`config.mk`:
```
export PLATFORM = sky130hd
export DESIGN_NAME = cym_meas_ctrl
export DESIGN_NICKNAME = d
export VERILOG_FILES = /design/src/rtl/cym_pkg.sv /design/src/rtl/cym_down_timer.sv /design/src/rtl/cym_meas_ctrl.sv
export SDC_FILE = /design/constraint.sdc
export NUM_CORES = 1
export LEC_CHECK = 0
export BUFFER_PORTS_ARGS = -buffer_cell sky130_fd_sc_hd__clkbuf_2
export CORE_MARGIN = 2
export CORE_UTILIZATION = 44
export DETAILED_ROUTE_END_ITERATION = 8
export PLACE_DENSITY = 0.73
export SLEW_MARGIN = 20
export SYNTH_ARGS = -nofsm -noshare
export SYNTH_HDL_FRONTEND = slang
export SYNTH_SLANG_ARGS = --single-unit
```
`constraint.sdc`:
```
create_clock -name sys_clk -period 9.9 [get_ports sys_clk]
set_input_delay 1.98 -clock sys_clk [delete_from_list [all_inputs] [get_ports sys_clk]]
set_output_delay 1.98 -clock sys_clk [all_outputs]
set_load 0.02 [all_outputs]
```
`src/rtl/cym_pkg.sv`:
```
// Shared types and helpers for the cymometer measurement sequencer.
package cym_pkg;

    localparam int unsigned RANGE_W = 2;
    localparam int unsigned TMR_W   = 26;
    localparam int unsigned CNT_W   = 32;
    localparam int unsigned RETRY_W = 2;

    localparam logic [RETRY_W-1:0] RETRY_MAX = RETRY_W'(3);

    typedef enum logic [2:0] {
        IDLE = 3'd0,
        GATE = 3'd1,
        WAIT = 3'd2,
        EVAL = 3'd3,
        PUB  = 3'd4,
        HOLD = 3'd5
    } state_e;

    // Payload handed to the display path.
    typedef struct packed {
        logic [CNT_W-1:0]   cnt;
        logic [RANGE_W-1:0] rng;
        logic               nosig;
    } result_t;

    function automatic logic [TMR_W-1:0] gate_len(
        input logic [RANGE_W-1:0] rng,
        input logic [TMR_W-1:0]   g0,
        input logic [TMR_W-1:0]   g1,
        input logic [TMR_W-1:0]   g2,
        input logic [TMR_W-1:0]   g3
    );
        case (rng)
            2'd0:    return g0;
            2'd1:    return g1;
            2'd2:    return g2;
            default: return g3;
        endcase
    endfunction

endpackage

```
`src/rtl/cym_down_timer.sv`:
```
// Loadable down-counter that parks at zero; zero flag is registered alongside the count.
module cym_down_timer
    import cym_pkg::*;
(
    input  logic             clk_i,
    input  logic             rst_i,
    input  logic             load_i,
    input  logic [TMR_W-1:0] load_val_i,
    output logic             zero_o
);

    logic [TMR_W-1:0] cnt_q, cnt_d;
    logic             zero_q;

    always_comb begin
        cnt_d = cnt_q;
        if (load_i) begin
            cnt_d = load_val_i;
        end else if (cnt_q != '0) begin
            cnt_d = cnt_q - TMR_W'(1);
        end
    end

    always_ff @(posedge clk_i or posedge rst_i) begin
        if (rst_i) begin
            cnt_q  <= '0;
            zero_q <= 1'b1;
        end else begin
            cnt_q  <= cnt_d;
            zero_q <= (cnt_d == '0);
        end
    end

    assign zero_o = zero_q;

endmodule

```
`src/rtl/cym_meas_ctrl.sv`:
```
// Measurement sequencer: gate generation, auto-ranging, no-signal timeout and
// result publication with a display hold time.
module cym_meas_ctrl
    import cym_pkg::*;
#(
    parameter logic [TMR_W-1:0] GATE0    = 26'd500_000,
    parameter logic [TMR_W-1:0] GATE1    = 26'd5_000_000,
    parameter logic [TMR_W-1:0] GATE2    = 26'd25_000_000,
    parameter logic [TMR_W-1:0] GATE3    = 26'd50_000_000,
    parameter logic [TMR_W-1:0] TIMEOUT  = 26'd50_000_000,
    parameter logic [TMR_W-1:0] HOLD_CYC = 26'd25_000_000,
    parameter logic [CNT_W-1:0] LO_TH    = 32'd1000,
    parameter logic [CNT_W-1:0] HI_TH    = 32'd1_000_000
) (
    input  logic               sys_clk,
    input  logic               sys_rst,
    input  logic               en,
    input  logic               single,
    output logic               gate_out,
    input  logic               core_done,
    input  logic [CNT_W-1:0]   core_cnt,
    output logic               res_valid,
    input  logic               res_ready,
    output logic [CNT_W-1:0]   res_cnt,
    output logic [RANGE_W-1:0] res_range,
    output logic               res_nosig,
    output logic               busy
);

    state_e               state_q, state_d;
    logic [RANGE_W-1:0]   range_q, range_d;
    logic [RETRY_W-1:0]   retry_q, retry_d;
    logic [CNT_W-1:0]     cnt_q, cnt_d;
    result_t              res_q, res_d;
    logic                 valid_q, valid_d;
    logic                 gate_q;
    logic                 busy_q;

    logic                 tmr_load;
    logic [TMR_W-1:0]     tmr_val;
    logic                 tmr_zero;

    logic                 cnt_low;
    logic                 cnt_high;
    logic                 can_retry;
    logic [RANGE_W-1:0]   range_up;
    logic [RANGE_W-1:0]   range_dn;

    // One timer serves GATE, WAIT and HOLD; those phases never overlap.
    cym_down_timer u_timer (
        .clk_i      (sys_clk),
        .rst_i      (sys_rst),
        .load_i     (tmr_load),
        .load_val_i (tmr_val),
        .zero_o     (tmr_zero)
    );

    assign cnt_low   = (cnt_q < LO_TH);
    assign cnt_high  = (cnt_q >= HI_TH);
    assign can_retry = (retry_q < RETRY_MAX);
    assign range_up  = range_q + RANGE_W'(1);
    assign range_dn  = range_q - RANGE_W'(1);

    always_comb begin
        state_d  = state_q;
        range_d  = range_q;
        retry_d  = retry_q;
        cnt_d    = cnt_q;
        res_d    = res_q;
        valid_d  = valid_q;
        tmr_load = 1'b0;
        tmr_val  = '0;

        case (state_q)
            IDLE: begin
                if (en || single) begin
                    state_d  = GATE;
                    retry_d  = '0;
                    tmr_load = 1'b1;
                    tmr_val  = gate_len(range_q, GATE0, GATE1, GATE2, GATE3) - TMR_W'(1);
                end
            end
            GATE: begin
                if (tmr_zero) begin
                    state_d  = WAIT;
                    tmr_load = 1'b1;
                    tmr_val  = TIMEOUT - TMR_W'(1);
                end
            end
            WAIT: begin
                // A completion pulse in the expiry cycle still counts as a result.
                if (core_done) begin
                    cnt_d   = core_cnt;
                    state_d = EVAL;
                end else if (tmr_zero) begin
                    res_d.cnt   = '0;
                    res_d.rng   = range_q;
                    res_d.nosig = 1'b1;
                    valid_d     = 1'b1;
                    state_d     = PUB;
                end
            end
            EVAL: begin
                if (cnt_low && (range_q != '1) && can_retry) begin
                    range_d  = range_up;
                    retry_d  = retry_q + RETRY_W'(1);
                    state_d  = GATE;
                    tmr_load = 1'b1;
                    tmr_val  = gate_len(range_up, GATE0, GATE1, GATE2, GATE3) - TMR_W'(1);
                end else if (cnt_high && (range_q != '0) && can_retry) begin
                    range_d  = range_dn;
                    retry_d  = retry_q + RETRY_W'(1);
                    state_d  = GATE;
                    tmr_load = 1'b1;
                    tmr_val  = gate_len(range_dn, GATE0, GATE1, GATE2, GATE3) - TMR_W'(1);
                end else begin
                    res_d.cnt   = cnt_q;
                    res_d.rng   = range_q;
                    res_d.nosig = 1'b0;
                    valid_d     = 1'b1;
                    state_d     = PUB;
                end
            end
            PUB: begin
                if (res_ready) begin
                    valid_d  = 1'b0;
                    state_d  = HOLD;
                    tmr_load = 1'b1;
                    tmr_val  = HOLD_CYC - TMR_W'(1);
                end
            end
            HOLD: begin
                if (tmr_zero) begin
                    if (en) begin
                        state_d  = GATE;
                        retry_d  = '0;
                        tmr_load = 1'b1;
                        tmr_val  = gate_len(range_q, GATE0, GATE1, GATE2, GATE3) - TMR_W'(1);
                    end else begin
                        state_d = IDLE;
                    end
                end
            end
            default: begin
                state_d = IDLE;
            end
        endcase
    end

    always_ff @(posedge sys_clk or posedge sys_rst) begin
        if (sys_rst) begin
            state_q <= IDLE;
            range_q <= '0;
            retry_q <= '0;
            cnt_q   <= '0;
            res_q   <= '0;
            valid_q <= 1'b0;
            gate_q  <= 1'b0;
            busy_q  <= 1'b0;
        end else begin
            state_q <= state_d;
            range_q <= range_d;
            retry_q <= retry_d;
            cnt_q   <= cnt_d;
            res_q   <= res_d;
            valid_q <= valid_d;
            gate_q  <= (state_d == GATE);
            busy_q  <= (state_d != IDLE);
        end
    end

    assign gate_out  = gate_q;
    assign res_valid = valid_q;
    assign res_cnt   = res_q.cnt;
    assign res_range = res_q.rng;
    assign res_nosig = res_q.nosig;
    assign busy      = busy_q;

endmodule

```
==> impl_summary.log, run 1 <==
[metrics] Final Util: 0.520
[metrics] CTS Buf Count: 9
[metrics] maximum clock skew at final layout: 0.00603 ns
[metrics] PD cells: 133 nW/um2
[metrics] crit path buf inv count: 1
[metrics] Post-synth EDFFs: 0
[metrics] number of setup buffers added after CTS: 0
[metrics] slowest cell on the critical path: sky130_fd_sc_hd__or4_1
[metrics] Worst Max-Slew Pin Slew: 0.872 ns
[metrics] ranking of synthesized cells by area: sky130_fd_sc_hd__dfrtp_1, sky130_fd_sc_hd__mux2_2, sky130_fd_sc_hd__a22o_1
[metrics] total track usage: 0.200
[metrics] critical path data arrival time: 4.03 ns
[metrics] proportion of synthesized chip area in sequential cells: 0.507
[metrics] setup repair after global routing missed its margin: no
[metrics] initial antenna violation count: 0
[metrics] Clock Pin Slew Worst Setup and Hold Paths: 0.06 ns
[metrics] Area growth syn-to-layout: 15.5%
[metrics] delay of the slowest cell on the worst path: 0.51 ns
[metrics] number of endpoints with negative hold slack in the final report: 0
[metrics] wire length of the first global-routing pass: 20.3 mm
[metrics] WP data required: 10.18 ns
[metrics] number of stages on the worst setup path: 9
[metrics] Vias/cell: 5.94
[metrics] DRC errors left: 0
[metrics] cell count of the worst reg-to-reg path: 9
[metrics] fin. max-slew vios: 0
[metrics] sequence of cells on the critical path: clkbuf_2, nor2_1, o32ai_1, nand2b_1, nand2_1, nor3_1, or4_1, nand4b_1, and4b_1
[metrics] standard-cell row count: 39
[metrics] Core ar.: 11400 um2
[metrics] dominant register cell in the synthesized netlist: sky130_fd_sc_hd__dfrtp_1
[metrics] count of buffers inserted at the top-level ports: 75
[metrics] final setup violation count: 0
[metrics] final-stage net count: 589
[metrics] Peak supply drop: 81.4 uV
[metrics] die area: 12600 um2
[metrics] Synthesis Warnings: 0
[metrics] average instance area after synthesis: 10.9 um2
[metrics] synthesized flop and latch total: 104
[metrics] Die Ht: 112 um
[metrics] number of fillers in the final layout: 1067
[metrics] Total Negative Setup Slacks: 0 ns
[metrics] share of post-route cells with drive strength above 1: 0.260
[metrics] worst-case clock buffer depth: 2
[metrics] highest routed layer: met4
[metrics] Synth async-reset ratio: 1.00
[metrics] number of vias in the routed layout: 4092
[metrics] max capacitance violation total: 0
[metrics] GPL Wtd Cong: 0.889
[metrics] number of global-route vias before repair: 4100
[metrics] number of resized instances in the post-cts repair step: 0
[metrics] maximum clock rate: 0.267 GHz
[metrics] critical path class: primary input to flip-flop
[metrics] post-DP HPWL: 8.95 mm
[metrics] wire length reported by the detailed router: 12.2 mm
[metrics] post-layout minimum cycle time: 3.75 ns
[metrics] outcome: complete, no violations
[metrics] proportion of netlist area held by the largest area contributor: 0.502
[metrics] antenna diode count: 0
[metrics] final global-route overflow total: 0
[metrics] number of DRC markers in iteration 0: 280
[metrics] Root Buffer: sky130_fd_sc_hd__clkbuf_16
[metrics] Lkg Pwr: 2.74 nW
[metrics] CP Launch Type: primary input
[metrics] Gate Count Post-Synth: 471
[metrics] pin count of the biggest net entering global routing: 72
[metrics] FF+latch area: 2600 um2
[metrics] worst-case headroom to the max-slew limit: 0.419
[metrics] cts-stage hold buffer count: 0
[metrics] antenna violation net count after detailed routing: 0
[metrics] Hold Path Depth: 1
[metrics] die width: 112 um
[metrics] met1 layer wirelength in the final routing: 5.30 mm
[metrics] met3 routed wirelength: 669 um
[metrics] Netlist cell types: 66
[metrics] TritonCTS clock tree: built
[metrics] part of the cycle the worst path needs: 0.378
[metrics] number of search-and-repair iterations in the first detailed-routing pass: 5
[metrics] library cell with the largest summed area after synthesis: sky130_fd_sc_hd__dfrtp_1
[metrics] cell area after synthesis: 5130 um2
[metrics] net count after synthesis: 519
[metrics] io pins: 76
[metrics] source-to-sink clock delay at the later pin of the worst-skew pair: 0.34 ns
[metrics] highest net fanout along the worst path: 12
[metrics] crit end category: flip-flop
[metrics] worst hold path class: flip-flop to flip-flop
[metrics] drt wl/cell: 17.7 um
[metrics] count of clock tree sinks: 104
[metrics] dominant delay contributor by cell family on the critical path: simple AND/OR/NAND/NOR gates
[metrics] Initial Utilization: 0.450
[metrics] area used by multi-input combinational logic: 2410 um2
[metrics] H-tree depth: 3
[metrics] length of routed met2 wiring: 5.87 mm
[routing by layer]
layer,GRT usage,vias up
met1,0.264,2022
li1,-,1895
met2,0.322,140
met5,0,-
met3,0.0421,35
met4,0.0894,0
[stage by stage]
stage	hold WS, ns	area, um2	instances	setup WS [ns]	power (mW)
finish	0.491	5930	689	6.15	0.791
floorplan	0.462	5130	471	5.19	0.441
global route	0.521	5930	689	5.99	0.819
detailed placement	0.476	5640	673	5.79	0.452
CTS	0.491	5930	689	6.12	0.800
global placement	0.472	5640	673	5.83	0.451
[path summary, 6_finish.rpt]
check,endpoint,start,slack [ns]
worst min register to register,res_cnt[0],cnt_q[0],0.49
min in group asynchronous,state_q[0],sys_rst,1.62
max in group asynchronous,res_cnt[4],sys_rst,7.07
worst max-delay path,u_timer.zero_o,en,6.15
worst min-delay path,res_cnt[0],cnt_q[0],0.49
worst max register to register,u_timer.zero_o,range_q[0],6.46
[registers in the layout (all words and copies together), names as in the netlist]
signal,flops
busy,1
cnt_q,32
gate_out,1
range_q,2
res_cnt,32
res_nosig,1
res_range,2
res_valid,1
retry_q,2
state_q,3
u_timer.cnt_q,26
u_timer.zero_o,1
[cell families (layout without fill, tap and decap cells)]
family                     Yosys count  after routing  synth area share
and+or+nand+nor                    151            151             0.163
buffers and inverters               32            107            0.0261
adders and majority gates           10             10            0.0244
DFF                                104            104             0.507
muxes                               36             36            0.0780
AOI/OAI and AO/OA                  117            117             0.165
xor gates and xnor gates            21             21            0.0358
[where the power goes]
group | total [mW] | switching [mW] | internal, mW
combinational | 0.0169 | 0.0107 | 0.00626
sequential | 0.426 | 0.000553 | 0.425
clock | 0.348 | 0.152 | 0.196
total | 0.791 | 0.163 | 0.628
[cell usage in the layout (no fill, tap or decap), types with 4 or more instances in the layout]
cell	Yosys	routed
sky130_fd_sc_hd__mux2i_1	4	4
sky130_fd_sc_hd__clkbuf_16	0	9
sky130_fd_sc_hd__dfrtp_1	103	103
sky130_fd_sc_hd__nor2_1	30	29
sky130_fd_sc_hd__nor3_1	17	17
sky130_fd_sc_hd__ha_1	10	10
sky130_fd_sc_hd__a211oi_1	4	4
sky130_fd_sc_hd__xor2_1	7	7
sky130_fd_sc_hd__xnor2_1	14	14
sky130_fd_sc_hd__nor4_1	9	9
sky130_fd_sc_hd__nor2b_1	5	5
sky130_fd_sc_hd__nand2_1	34	34
sky130_fd_sc_hd__buf_4	1	4
sky130_fd_sc_hd__nand2b_1	6	6
sky130_fd_sc_hd__mux2_2	32	32
sky130_fd_sc_hd__a22o_1	33	33
sky130_fd_sc_hd__a21oi_1	16	16
sky130_fd_sc_hd__clkbuf_2	0	75
sky130_fd_sc_hd__nand4_1	4	4
sky130_fd_sc_hd__nand3_1	10	10
sky130_fd_sc_hd__inv_1	12	11
sky130_fd_sc_hd__o21ai_0	27	27
sky130_fd_sc_hd__or4_1	4	4
sky130_fd_sc_hd__a21o_1	4	4
sky130_fd_sc_hd__or3_1	5	5
[area by class of cell]
type                            instances  area share
Clock buffer                           11      0.0392
Clock inverter                          5     0.00970
Inverter                               12     0.00802
Multi-Input combinational cell        335       0.406
Sequential cell                       104       0.439
Tap cell                              143      0.0302
Timing Repair Buffer                   79      0.0683
[Yosys cell counts (all sizes together), types with 2 or more instances]
master	number
nor4	13
a211oi	4
nand4b	2
and4	2
nor4b	3
a21o	4
nand2	35
o221ai	2
o211ai	3
a21oi	16
or4	4
o311ai	3
a221oi	2
nand3	10
nor2b	5
o2111ai	2
nand3b	2
nand4	4
nor3	17
o21ai	28
and3	3
nor2	32
or3	5
o21a	2
xor2	7
a22o	33
mux2	32
o31ai	3
a221o	2
dfrtp	103
nand2b	6
a31oi	3
and2	3
a2111o	2
ha	10
clkbuf	15
xnor2	14
inv	12
buf	5
mux2i	4
Power figures use the tool's default switching activity.
==> run 2: changes to the inputs <==
--- a/config.mk
+++ b/config.mk
@@ -9,7 +9,7 @@
 export CORE_MARGIN = 2
 export CORE_UTILIZATION = 44
 export DETAILED_ROUTE_END_ITERATION = 8
-export PLACE_DENSITY = 0.73
+export PLACE_DENSITY = 0.76
 export SLEW_MARGIN = 20
 export SYNTH_ARGS = -nofsm -noshare
 export SYNTH_HDL_FRONTEND = slang
==> constraint.sdc (replaced) <==
create_clock -name sys_clk -period 3.2 [get_ports sys_clk]
set_input_delay 0.64 -clock sys_clk [delete_from_list [all_inputs] [get_ports sys_clk]]
set_output_delay 0.64 -clock sys_clk [all_outputs]
set_load 0.02 [all_outputs]
==> impl_summary.log, run 2 (synthesized netlist as in run 1, its figures left out) <==
[metrics] wire length of the first global-routing pass: 21.0 mm (+3.6%)
[metrics] fin. max-slew vios: 0 (unchanged)
[metrics] Root Buffer: sky130_fd_sc_hd__clkbuf_16
[metrics] final setup violation count: 0 (unchanged)
[metrics] Clock Pin Slew Worst Setup and Hold Paths: 0.07 ns (about the same)
[metrics] critical path class: flip-flop to flip-flop
[metrics] Worst R2R Start: retry_q[0]
[metrics] setup slack, reg-to-reg: 0.16 ns (-6.30 ns)
[metrics] standard-cell row count: 39 (unchanged)
[metrics] WP data required: 3.50 ns (-6.68 ns)
[metrics] Final Util: 0.532 (+0.0125)
[metrics] cts-stage hold buffer count: 0 (unchanged)
[metrics] max capacitance violation total: 0 (unchanged)
[metrics] maximum clock skew at final layout: 0.00646 ns (+0.000428 ns)
[metrics] highest net fanout along the worst path: 9 (-3)
[metrics] worst hold path class: primary input to asynchronous set/reset pin
[metrics] DRC errors left: 0 (unchanged)
[metrics] Peak supply drop: 293 uV (+260%)
[metrics] worst-case clock buffer depth: 2 (unchanged)
[metrics] number of search-and-repair iterations in the first detailed-routing pass: 5 (unchanged)
[metrics] Lkg Pwr: 2.81 nW (+2.4%)
[metrics] GPL Wtd Cong: 0.931 (+4.7%)
[metrics] highest routed layer: met4
[metrics] pin count of the biggest net entering global routing: 56 (-22%)
[metrics] number of vias in the routed layout: 4099 (+0.17%)
[metrics] number of DRC markers in iteration 0: 331 (+18%)
[metrics] io pins: 76 (unchanged)
[metrics] antenna diode count: 0 (unchanged)
[metrics] Core ar.: 11400 um2 (unchanged)
[metrics] met3 routed wirelength: 768 um (+15%)
[metrics] PD cells: 415 nW/um2 (+210%)
[metrics] Initial Utilization: 0.450 (unchanged)
[metrics] critical path data arrival time: 3.34 ns (-0.69 ns)
[metrics] worst-case headroom to the max-slew limit: 0.520 (+0.102)
[metrics] crit end category: flip-flop
[metrics] leading cell type in the layout, fill and taps excluded: sky130_fd_sc_hd__dfrtp_1
[metrics] drt wl/cell: 18.1 um (+2.0%)
[metrics] H-tree depth: 3 (unchanged)
[metrics] met1 layer wirelength in the final routing: 5.47 mm (+3.3%)
[metrics] Vias/cell: 5.85 (-1.5%)
[metrics] Worst Max-Slew Pin Slew: 0.714 ns (-0.158 ns)
[metrics] die width: 112 um (unchanged)
[metrics] outcome: complete, no violations
[metrics] final global-route overflow total: 0 (unchanged)
[metrics] commonest cells after routing, fill and taps aside: sky130_fd_sc_hd__dfrtp_1, sky130_fd_sc_hd__clkbuf_2, sky130_fd_sc_hd__nand2_1
[metrics] TritonCTS clock tree: built
[metrics] Total Negative Setup Slacks: 0 ns (unchanged)
[metrics] initial antenna violation count: 0 (unchanged)
[metrics] total track usage: 0.207 (+0.00700)
[metrics] post-layout minimum cycle time: 3.04 ns
[metrics] count of clock tree sinks: 104 (unchanged)
[metrics] number of endpoints with negative hold slack in the final report: 0 (unchanged)
[metrics] Area growth syn-to-layout: 18.3%
[metrics] reg2reg end: u_timer.zero_o
[metrics] final-stage net count: 601 (+2.0%)
[metrics] wire length reported by the detailed router: 12.7 mm (+3.7%)
[metrics] number of global-route vias before repair: 4079 (-0.51%)
[metrics] CTS Buf Count: 9 (unchanged)
[metrics] antenna violation net count after detailed routing: 0 (unchanged)
[metrics] die area: 12600 um2 (unchanged)
[metrics] source-to-sink clock delay at the later pin of the worst-skew pair: 0.35 ns (about the same)
[metrics] count of buffers inserted at the top-level ports: 75 (unchanged)
[metrics] CP Launch Type: flip-flop
[metrics] part of the cycle the worst path needs: 0.951
[metrics] share of post-route cells with drive strength above 1: 0.285 (+0.0249)
[metrics] maximum clock rate: 0.329 GHz
[metrics] post-DP HPWL: 9.38 mm (+4.8%)
[metrics] setup repair after global routing missed its margin: no
[metrics] cell count of the worst reg-to-reg path: 9 (unchanged)
[metrics] Die Ht: 112 um (unchanged)
[metrics] length of routed met2 wiring: 6.08 mm (+3.6%)
[run 2: final cells by class]
type | count | area (um2)
Clock buffer | 9 | 225
Clock inverter | 7 | 88.8
Fill cell | 1061 | 5340
Inverter | 12 | 48.8
Multi-Input combinational cell | 335 | 2420
Sequential cell | 104 | 2600
Tap cell | 143 | 179
Timing Repair Buffer | 91 | 508
[run 2: worst max-delay path by stage]
stage                      from        endpoint  slack, ns  cells past startpoint
2_1_floorplan  u_timer.cnt_q[0]  u_timer.zero_o       0.53                     10
3_3_place_gp         range_q[0]  u_timer.zero_o       0.07                      9
3_5_place_dp         range_q[0]  u_timer.zero_o       0.05                      9
4_1_cts              range_q[0]  u_timer.zero_o       0.03                      9
5_1_grt               cnt_q[15]  u_timer.zero_o       0.02                      8
6_report             retry_q[0]  u_timer.zero_o       0.16                      9
[run 2: report_power, final]
group	internal (mW)	switching (mW)	leakage [nW]
logic	0.0219	0.0346	1.31
registers	1.31	0.00166	1.34
clock network	0.626	0.523	0.152
[run 2: stage by stage]
| stage | power, mW | std cells | setup WS, ns | area [um2] | hold slack, ns |
|---|---|---|---|---|---|
| final | 2.52 | 701 | 0.157 | 6070 | 0.302 |
| after global routing | 2.61 | 701 | 0.0238 | 6070 | 0.341 |
| after CTS | 2.55 | 701 | 0.0337 | 6050 | 0.322 |
| after detailed placement | 1.40 | 685 | 0.0489 | 5740 | 0.477 |
| after global placement | 1.40 | 685 | 0.0731 | 5740 | 0.467 |
| after floorplan | 1.37 | 471 | 0.531 | 5140 | 0.462 |
[run 2: repair_timing]
action / 4_1_cts / 5_1_grt
resized for setup: 0 / 5
setup buffers: 0 / 0
setup endpoints to repair: 0 / 1
[run 2: worst max-delay path, stage by stage (launching register included)]
cell,delay (ns)
sky130_fd_sc_hd__dfrtp_1,0.41
sky130_fd_sc_hd__ha_1,0.28
sky130_fd_sc_hd__or4_1,0.43
sky130_fd_sc_hd__nor4_2,0.20
sky130_fd_sc_hd__and4_1,0.49
sky130_fd_sc_hd__xnor2_1,0.20
sky130_fd_sc_hd__o21ai_1,0.11
sky130_fd_sc_hd__a2111o_1,0.44
sky130_fd_sc_hd__nor4_1,0.21
sky130_fd_sc_hd__and4b_1,0.22
[run 2: metal layers]
metal,track usage,vias to the layer above
met2,0.333,123
li1,-,1919
met1,0.272,2026
met3,0.0540,31
met4,0.0797,0
met5,0,-
==> run 3: changes to the inputs <==
--- a/config.mk
+++ b/config.mk
@@ -10,6 +10,7 @@
 export CORE_UTILIZATION = 44
 export DETAILED_ROUTE_END_ITERATION = 8
 export PLACE_DENSITY = 0.76
+export SETUP_SLACK_MARGIN = 0.4
 export SLEW_MARGIN = 20
 export SYNTH_ARGS = -nofsm -noshare
 export SYNTH_HDL_FRONTEND = slang
==> impl_summary.log, run 3 (synthesized netlist as in run 1, its figures left out) <==
[metrics] pre-CTS setup slack: 0.0489 ns (unchanged)
[metrics] worst-case headroom to the max-slew limit: 0.519 (-0.00152)
[metrics] post-layout minimum cycle time: 2.82 ns (-0.228 ns)
[metrics] DRC errors left: 0 (unchanged)
[metrics] Peak supply drop: 295 uV (+0.64%)
[metrics] Area growth syn-to-layout: 23.9%
[metrics] number of search-and-repair iterations in the first detailed-routing pass: 5 (unchanged)
[metrics] WP data required: 3.50 ns (about the same)
[metrics] leading cell type in the layout, fill and taps excluded: sky130_fd_sc_hd__dfrtp_1
[metrics] die width: 112 um (unchanged)
[metrics] sw power: 0.562 mW (+0.51%)
[metrics] clock group share of total power: 0.456 (about the same)
[metrics] overall power after layout: 2.52 mW (+0.12%)
[metrics] part of the cycle the worst path needs: 0.880 (-0.0713)
[metrics] Internal: 1.96 mW (about the same)
[metrics] worst hold path class: primary input to asynchronous set/reset pin
[metrics] final-stage net count: 620 (+3.2%)
[metrics] critical path class: flip-flop to flip-flop
[metrics] Vias/cell: 5.81 (-0.67%)
[metrics] Clock Pin Slew Worst Setup and Hold Paths: 0.08 ns (about the same)
[metrics] CTS Buf Count: 9 (unchanged)
[metrics] number of global-route vias before repair: 4178 (+2.4%)
[metrics] total track usage: 0.215 (+0.00730)
[metrics] final global-route overflow total: 0 (unchanged)
[metrics] number of DRC markers in iteration 0: 340 (+2.7%)
[metrics] setup slack, reg-to-reg: 0.38 ns (+0.23 ns)
[metrics] number of vias in the routed layout: 4182 (+2.0%)
[metrics] Initial Utilization: 0.450 (unchanged)
[metrics] commonest cells after routing, fill and taps aside: sky130_fd_sc_hd__dfrtp_1, sky130_fd_sc_hd__clkbuf_2, sky130_fd_sc_hd__nand2_1
[metrics] TritonCTS clock tree: built
[metrics] CP Launch Type: flip-flop
[metrics] maximum clock skew at final layout: 0.00797 ns (+0.00152 ns)
[metrics] wire length reported by the detailed router: 13.1 mm (+3.5%)
[metrics] post-route cell area: 6360 um2 (+4.7%)
[metrics] drt wl/cell: 18.2 um (+0.80%)
[metrics] H-tree depth: 3 (unchanged)
[metrics] part of the total power dissipated in sequential elements: 0.521 (about the same)
[metrics] Lkg Pwr: 2.92 nW (+4.0%)
[metrics] io pins: 76 (unchanged)
[metrics] wire length of the first global-routing pass: 21.7 mm (+3.4%)
[metrics] share of total power in combinational logic: 0.022 (about the same)
[metrics] Total Negative Setup Slacks: 0 ns (unchanged)
[metrics] worst-case clock buffer depth: 2 (unchanged)
[metrics] smallest hold slack: 0.301 ns (-0.000790 ns)
[metrics] final worst slack: 0.385 ns (+0.228 ns)
[metrics] max capacitance violation total: 0 (unchanged)
[metrics] source-to-sink clock delay at the later pin of the worst-skew pair: 0.35 ns (about the same)
[metrics] GPL Wtd Cong: 0.931 (unchanged)
[metrics] maximum clock rate: 0.355 GHz (+8.1%)
[metrics] Die Ht: 112 um (unchanged)
[metrics] standard-cell row count: 39 (unchanged)
[metrics] post-DP HPWL: 9.38 mm (unchanged)
[metrics] outcome: complete, no violations
[metrics] count of buffers inserted at the top-level ports: 75 (unchanged)
[metrics] placed standard-cell area: 5740 um2 (unchanged)
[metrics] PD cells: 397 nW/um2 (-4.4%)
[metrics] initial antenna violation count: 0 (unchanged)
[metrics] Core ar.: 11400 um2 (unchanged)
[metrics] met3 Resource Use GR: 0.0502 (-0.00378)
[metrics] share of post-route cells with drive strength above 1: 0.340 (+0.0547)
[metrics] antenna diode count: 0 (unchanged)
[metrics] number of endpoints with negative hold slack in the final report: 0 (unchanged)
[metrics] critical path data arrival time: 3.11 ns (-0.23 ns)
[metrics] final setup violation count: 0 (unchanged)
[metrics] die area: 12600 um2 (unchanged)
[metrics] antenna violation net count after detailed routing: 0 (unchanged)
[metrics] setup repair after global routing missed its margin: yes
[metrics] Root Buffer: sky130_fd_sc_hd__clkbuf_16
[metrics] count of clock tree sinks: 104 (unchanged)
[metrics] highest net fanout along the worst path: 7 (-2)
[metrics] crit end category: flip-flop
[metrics] busiest metal layer after global routing: met2
[metrics] Worst Max-Slew Pin Slew: 0.716 ns (+0.00226 ns)
[metrics] fraction of met2 tracks used by global routing: 0.351 (+0.0178)
[metrics] fin. max-slew vios: 0 (unchanged)
[metrics] met1 layer usage reported by global route: 0.283 (+0.0110)
[metrics] switching share of power: 0.223 (+0.000868)
[metrics] pin count of the biggest net entering global routing: 56 (unchanged)
-- run 3: cell types whose count changed in the layout (fill, tap and decap cells not counted), moves of 2 or more --
cell	delta
sky130_fd_sc_hd__nor2_4	+2
sky130_fd_sc_hd__ha_4	+3
sky130_fd_sc_hd__inv_1	-3
sky130_fd_sc_hd__buf_4	+18
sky130_fd_sc_hd__nor4_1	-5
sky130_fd_sc_hd__inv_2	+3
sky130_fd_sc_hd__nor4_2	+2
sky130_fd_sc_hd__and4_1	-2
sky130_fd_sc_hd__ha_1	-2
sky130_fd_sc_hd__nor4_4	+3
-- run 3: power groups by stage --
stage	Sequential, mW	Combinational (mW)	Clock (mW)
2_1_floorplan	1.34	0.0234	0
3_3_place_gp	1.34	0.0566	0
3_5_place_dp	1.34	0.0580	0
4_1_cts	1.32	0.0588	1.17
5_1_grt	1.32	0.0658	1.23
6_report	1.32	0.0563	1.15
-- run 3: metrics by stage --
step                instances  utilization
finish                    720        0.557
floorplan                 471            -
CTS                       716        0.549
global placement          685        0.503
global route              720        0.557
detailed placement        685        0.503
-- run 3: routing by layer --
metal / wire, um / vias up / part of all wire
met5: 0 / - / 0
met4: 298 / 0 / 0.023
met3: 713 / 25 / 0.054
met2: 6460 / 137 / 0.49
met1: 5640 / 2064 / 0.43
li1: - / 1956 / -
-- run 3: layout make-up --
class,instances,area (um2)
fillers,1029,5060
flip-flops and latches,104,2600
multi-input cells,335,2560
repair buffers,110,654
clock buffers,9,225
well taps,143,179
clock inverters,7,88.8
inverters,12,48.8
-- run 3: critical path, cell delays in order (launching register included) --
cell                        delay [ns]
sky130_fd_sc_hd__dfrtp_1          0.42
sky130_fd_sc_hd__or4_1            0.63
sky130_fd_sc_hd__nor4_4           0.40
sky130_fd_sc_hd__nand2_4          0.12
sky130_fd_sc_hd__a21oi_1          0.14
sky130_fd_sc_hd__o2111ai_1        0.16
sky130_fd_sc_hd__a2111o_1         0.43
sky130_fd_sc_hd__nor4_1           0.25
sky130_fd_sc_hd__and4b_1          0.22
-- run 3: final timing paths --
| kind | start | end | depth (start not counted) |
|---|---|---|---|
| setup / recovery | u_timer.cnt_q[11] | u_timer.zero_o | 8 |
| max in group asynchronous | sys_rst | u_timer.zero_o | 3 |
| hold / removal | sys_rst | u_timer.cnt_q[12] | 2 |
| min in group sys_clk | res_range[1] | res_range[1] | 2 |
| setup reg to reg | u_timer.cnt_q[11] | u_timer.zero_o | 8 |
| hold reg to reg | res_range[1] | res_range[1] | 2 |
-- run 3: timing repair --
action	CTS	global route
pin swaps	16	7
endpoints found under the setup margin	2	21
hold buffers	0	0
gates resized for setup	23	11
buffers inserted	15	4
